### src/rtl/bios_host.sv
// bios_host: host-side command initiator for the BIOS byte-stream protocol.
// Serializes an ASCII command word, waits for a one-byte reply and
// classifies it into a status code.
// Optional reply timeout: define BIOS_HOST_TIMEOUT_EN to build the WAIT counter.
module bios_host #(
    parameter int TIMEOUT_CYCLES = 1024
) (
    input  logic       clk,
    input  logic       rst,
    input  logic       clk_en,
    input  logic [2:0] i_cmd,
    input  logic       i_cmd_valid,
    output logic       o_cmd_ready,
    output logic [7:0] o_data,
    output logic       o_valid,
    input  logic       i_out_ready,
    input  logic [7:0] i_data,
    input  logic       i_valid,
    output logic       o_in_ready,
    output logic       o_rsp_valid,
    output logic [2:0] o_rsp_status,
    output logic [7:0] o_rsp_code
);

    typedef enum logic [1:0] {S_IDLE, S_SEND, S_WAIT, S_DONE} state_t;

    localparam logic [2:0] ST_OK      = 3'd0;
    localparam logic [2:0] ST_BADCMD  = 3'd1;
    localparam logic [2:0] ST_EXCEPT  = 3'd2;
    localparam logic [2:0] ST_UNKNOWN = 3'd3;
    localparam logic [2:0] ST_UNEXP   = 3'd4;
    localparam logic [2:0] ST_TIMEOUT = 3'd5;
    localparam logic [2:0] ST_ILLEGAL = 3'd6;

    state_t     state_q, state_d;
    logic [1:0] cmd_q, cmd_d;
    logic [2:0] idx_q, idx_d;
    logic [2:0] status_q, status_d;
    logic [7:0] code_q, code_d;
    logic       timeout_hit;

`ifdef BIOS_HOST_TIMEOUT_EN
    localparam int CW = $clog2(TIMEOUT_CYCLES + 1);
    logic [CW-1:0] tmo_q, tmo_d;
    // The edge that would bring the count to TIMEOUT_CYCLES ends the wait.
    assign timeout_hit = (tmo_q == CW'(TIMEOUT_CYCLES - 1));
`else
    assign timeout_hit = 1'b0;
`endif

    // Byte string of each command word, indexed by position.
    function automatic logic [7:0] cmd_byte(input logic [1:0] c, input logic [2:0] i);
        logic [7:0] b;
        b = 8'h00;
        case ({c, i})
            {2'd0, 3'd0}: b = 8'h6E;
            {2'd0, 3'd1}: b = 8'h6F;
            {2'd0, 3'd2}: b = 8'h70;
            {2'd1, 3'd0}: b = 8'h62;
            {2'd1, 3'd1}: b = 8'h6F;
            {2'd1, 3'd2}: b = 8'h6F;
            {2'd1, 3'd3}: b = 8'h74;
            {2'd2, 3'd0}: b = 8'h77;
            {2'd2, 3'd1}: b = 8'h72;
            {2'd2, 3'd2}: b = 8'h69;
            {2'd2, 3'd3}: b = 8'h74;
            {2'd2, 3'd4}: b = 8'h65;
            {2'd3, 3'd0}: b = 8'h72;
            {2'd3, 3'd1}: b = 8'h65;
            {2'd3, 3'd2}: b = 8'h61;
            {2'd3, 3'd3}: b = 8'h64;
            default:      b = 8'h00;
        endcase
        return b;
    endfunction

    // Index of the final byte of each command word.
    function automatic logic [2:0] last_idx(input logic [1:0] c);
        case (c)
            2'd0:    return 3'd2;
            2'd2:    return 3'd4;
            default: return 3'd3;
        endcase
    endfunction

    // Reply classification; the ack letter is the upper-case first letter.
    function automatic logic [2:0] classify(input logic [1:0] c, input logic [7:0] r);
        logic [7:0] ack;
        case (c)
            2'd0:    ack = 8'h4E;
            2'd1:    ack = 8'h42;
            2'd2:    ack = 8'h57;
            default: ack = 8'h52;
        endcase
        if (r == ack)       return ST_OK;
        else if (r == 8'h45) return ST_BADCMD;
        else if (r == 8'h58) return ST_EXCEPT;
        else if (r == 8'h30) return ST_UNKNOWN;
        else                 return ST_UNEXP;
    endfunction

    // State register: synchronous reset, otherwise update only on enabled edges.
    always_ff @(posedge clk) begin
        if (rst) begin
            state_q  <= S_IDLE;
            cmd_q    <= 2'd0;
            idx_q    <= 3'd0;
            status_q <= 3'd0;
            code_q   <= 8'h00;
`ifdef BIOS_HOST_TIMEOUT_EN
            tmo_q    <= '0;
`endif
        end else if (clk_en) begin
            state_q  <= state_d;
            cmd_q    <= cmd_d;
            idx_q    <= idx_d;
            status_q <= status_d;
            code_q   <= code_d;
`ifdef BIOS_HOST_TIMEOUT_EN
            tmo_q    <= tmo_d;
`endif
        end
    end

    // Next-state logic: command accept, byte sequencing, reply classification.
    always_comb begin
        state_d  = state_q;
        cmd_d    = cmd_q;
        idx_d    = idx_q;
        status_d = status_q;
        code_d   = code_q;
`ifdef BIOS_HOST_TIMEOUT_EN
        tmo_d    = tmo_q;
`endif
        case (state_q)
            S_IDLE: begin
                if (i_cmd_valid) begin
                    if (i_cmd[2]) begin
                        state_d  = S_DONE;
                        status_d = ST_ILLEGAL;
                        code_d   = 8'h00;
                    end else begin
                        state_d = S_SEND;
                        cmd_d   = i_cmd[1:0];
                        idx_d   = 3'd0;
                    end
                end
            end
            S_SEND: begin
                if (i_out_ready) begin
                    if (idx_q == last_idx(cmd_q)) begin
                        state_d = S_WAIT;
`ifdef BIOS_HOST_TIMEOUT_EN
                        tmo_d   = '0;
`endif
                    end else begin
                        idx_d = idx_q + 3'd1;
                    end
                end
            end
            S_WAIT: begin
                if (i_valid) begin
                    state_d  = S_DONE;
                    code_d   = i_data;
                    status_d = classify(cmd_q, i_data);
                end else if (timeout_hit) begin
                    state_d  = S_DONE;
                    code_d   = 8'h00;
                    status_d = ST_TIMEOUT;
                end else begin
`ifdef BIOS_HOST_TIMEOUT_EN
                    tmo_d = tmo_q + CW'(1);
`endif
                end
            end
            S_DONE:  state_d = S_IDLE;
            default: state_d = S_IDLE;
        endcase
    end

    // Outputs decoded from registered state only.
    always_comb begin
        o_cmd_ready  = (state_q == S_IDLE);
        o_valid      = (state_q == S_SEND);
        o_data       = (state_q == S_SEND) ? cmd_byte(cmd_q, idx_q) : 8'h00;
        o_in_ready   = (state_q == S_WAIT);
        o_rsp_valid  = (state_q == S_DONE);
        o_rsp_status = status_q;
        o_rsp_code   = code_q;
    end

endmodule

### config.mk
export PLATFORM = sky130hd
export DESIGN_NAME = bios_host
export DESIGN_NICKNAME = d
export VERILOG_FILES = /design/src/rtl/bios_host.sv
export SDC_FILE = /design/constraint.sdc
export NUM_CORES = 1
export LEC_CHECK = 0
export ABC_AREA = 1
export BUFFER_PORTS_ARGS = -buffer_cell sky130_fd_sc_hd__buf_2
export CORE_UTILIZATION = 51
export CTS_CLUSTER_DIAMETER = 150
export DETAILED_ROUTE_END_ITERATION = 6
export PLACE_DENSITY = 0.79
export SYNTH_ARGS = -nofsm -noshare
export SYNTH_HDL_FRONTEND = slang
export SYNTH_SLANG_ARGS = --single-unit
### constraint.sdc
create_clock -name clk -period 1.81 [get_ports clk]
set_clock_uncertainty 0.15 [all_clocks]
set_input_delay 0.2715 -clock clk [delete_from_list [all_inputs] [get_ports clk]]
set_output_delay 0.2715 -clock clk [all_outputs]
set_load 0.03 [all_outputs]
==> results_dict.tcl <==
set metrics [dict create \
    die_h_um 52.8 \
    viasPerCell 5.52 \
    violations "negative setup slack" \
    synthesis.area_um2 1320 \
    clock.fmax_mhz 483 \
    final_cell_area_um2 2020 \
    critPathMostFrequentCell "buf_6" \
    grt_util_met3 0.0464 \
    use_met1 0.340 \
    ir_worst_vdd_mv 0.663 \
    dp_cells 277 \
    grt.total_usage 0.280 \
    dr.pass1.iters 4 \
    place.gp.congestion 0.911 \
    fillers 157 \
    worstPathMaxFanout 3 \
    met2_usage 0.494 \
    clock_sinks 18 \
    cellLeakagePower_nw 0.913 \
    critPathKind "reg -> out" \
    clkTransAtPathRegs_ns 0.12 \
    port_buffers 38 \
    dr_total_vias 1606 \
    critPathArrivalTime_ns 1.65 \
    ff_latch_area_um2 373 \
    crit_buf_inv 3 \
    grt_overflow_total 0 \
    postLayoutCoreUtil 0.824 \
    syn_inst 204 \
    grt_antenna_before_repair 0 \
    crit_chain "inv_2 -> buf_6 -> ha_4 -> nand2_4 -> o21ai_1 -> nand2_1 -> a21oi_2 -> buf_6" \
    ant_nets 0 \
    grt.busiest_layer "met2" \
    slew_violations 0 \
    grt_max_degree 12 \
    ys_types 30 \
    synth_warnings 0 \
    tritoncts "done" \
    num_rows 18 \
    fin_ws_ns -0.262 \
    final_common_cell "nand2_1" \
    final_nets 291 \
    dieWidth_um 52.8 \
    finalSetupViolations 7 \
    drv_cap 0 \
    ys_seq_elements 18 \
    cellPowerDensity_nw_per_um2 713 \
    hp-class "in -> reg" \
    avgSynthCellArea_um2 6.46 \
    start_kind "flip-flop" \
    grt_pass1_wl_um 5730 \
    critPathTopFamily "flip-flops" \
    diodes 0 \
    slowest_stage "dfxtp_2" \
    clock-root-buffer "clkbuf_4" \
    hold_viol 0 \
    final_cell_mix "nand2_1, buf_2, nor2_1" \
    clkLatencyLatePin_ns 0.30 \
    hpwl_um 2430 \
    min_period_ns 2.07 \
    core-area_um2 2450 \
    cts_max_path_buffers 2 \
    post-route-period-util 1.14 \
    routed_wl_um 4340 \
    critPathCaptureType "primary output" \
    area_growth_pct 53.5 \
    synth_nets 233 \
    wl_per_cell_um 14.9 \
    cts_buffers 3 \
    grt_pass1_vias 1313 \
    grt_setup_unrepaired "yes" \
    initial_core_util 0.537 \
    setup_tns_ns -1.06 \
    drc 0 \
    worstPathRequired_ns 1.39 \
    die_area_um2 2790 \
    status "complete, but fails checks" \
    drt_iter0_markers 60 \
    dp_slack_ns 0.0315 \
    ios 40 \
    stdcell_count 291 \
    seq_area_frac_synth 0.274 \
    multi_input_comb_area_um2 1100 \
    max_stage_delay_ns 0.35 \
    drive_above_1_share 0.475 \
    htreeDepth 1 \
    place_area_um2 1640 \
]
area by class of cell:
type / count / area share
multi-input cells: 162 / 0.542
repair buffers: 57 / 0.192
flip-flops and latches: 18 / 0.184
inverters: 20 / 0.0452
well taps: 30 / 0.0186
clock buffers: 4 / 0.0179
through the flow:
stage,hold WS (ns),power [mW]
2_1_floorplan,0.264,0.836
3_3_place_gp,0.301,0.961
3_5_place_dp,0.303,0.966
4_1_cts,0.0786,1.33
5_1_grt,0.0824,1.52
6_report,0.0827,1.44
cell usage after synthesis:
cell	instances	area, um^2
a21oi_1	20	100
a211oi_1	1	7.51
nor2_2	3	18.8
buf_6	1	11.3
or2_2	1	6.26
buf_2	1	5.00
inv_4	1	6.26
nand3_1	10	50.1
o21ai_1	2	10.0
dfxtp_1	18	360
nor2_4	1	11.3
mux2_2	1	11.3
conb_1	1	3.75
nand3_2	1	10.0
ha_1	12	150
clkbuf_1	1	3.75
o21a_1	1	7.51
buf_4	2	15.0
o22ai_1	1	6.26
o21ai_0	7	35.0
nand4_1	2	12.5
xor2_1	3	26.3
nand2_2	5	31.3
nand2_1	55	206
inv_2	3	11.3
a31oi_1	1	6.26
nor4_1	2	12.5
nor3_1	4	20.0
nor2_1	27	101
inv_1	16	60.1
report_power, final:
group          internal [mW]  total (mW)  switching (mW)
Combinational          0.289       0.735           0.446
Sequential             0.422       0.446          0.0240
Clock                  0.123       0.261           0.139
Total                  0.833        1.44           0.609
worst register-to-register path, delay by kind of cell (launching register included):
kind                       cells  cell delay [ns]
AOI/OAI and AO/OA              1             0.17
buffers and inverters          4             0.53
DFF                            1             0.37
adders and majority gates      1             0.17
and+or+nand+nor                5             0.32
path summary, 6_finish.rpt:
path | startpoint | end | slack, ns | depth (start not counted)
hold reg to reg | o_rsp_code[2] | o_rsp_code[2] | 0.32 | 2
setup / recovery | idx_q[0] | o_data[4] | -0.26 | 8
setup reg to reg | state_q[1] | state_q[0] | 0 | 11
hold / removal | i_data[4] | o_rsp_code[4] | 0.08 | 3
routing by layer:
| metal | vias up | share of wire |
|---|---|---|
| met1 | 736 | 0.42 |
| met3 | 16 | 0.063 |
| li1 | 771 | - |
| met2 | 83 | 0.49 |
| met4 | 0 | 0.029 |
| met5 | - | 0 |
registers in the layout, indices dropped and copies added, names as in the netlist:
register      cells
cmd_q             2
idx_q             3
o_rsp_code        8
o_rsp_status      3
state_q           2
cell families (layout without fill, tap and decap cells):
| family | Yosys count | in the layout | synth area share |
|---|---|---|---|
| adder cells (fa/ha/maj) | 12 | 12 | 0.114 |
| flip-flops | 18 | 18 | 0.274 |
| multiplexers | 1 | 1 | 0.00855 |
| other | 1 | 1 | 0.00285 |
| AND/OR/NAND/NOR | 111 | 112 | 0.365 |
| XOR/XNOR | 3 | 3 | 0.0199 |
| buffers and inverters | 25 | 81 | 0.0855 |
| AO/OA/AOI/OAI | 33 | 33 | 0.131 |
timing repair:
action / CTS / global route
gates cloned: 0 / 1
setup endpoints to repair: 7 / 22
hold buffers: 0 / 0
resized for setup: 47 / 24
pin swaps: 13 / 11
buffers inserted: 5 / 5
Note: power is estimated with default switching activity, not from simulation.
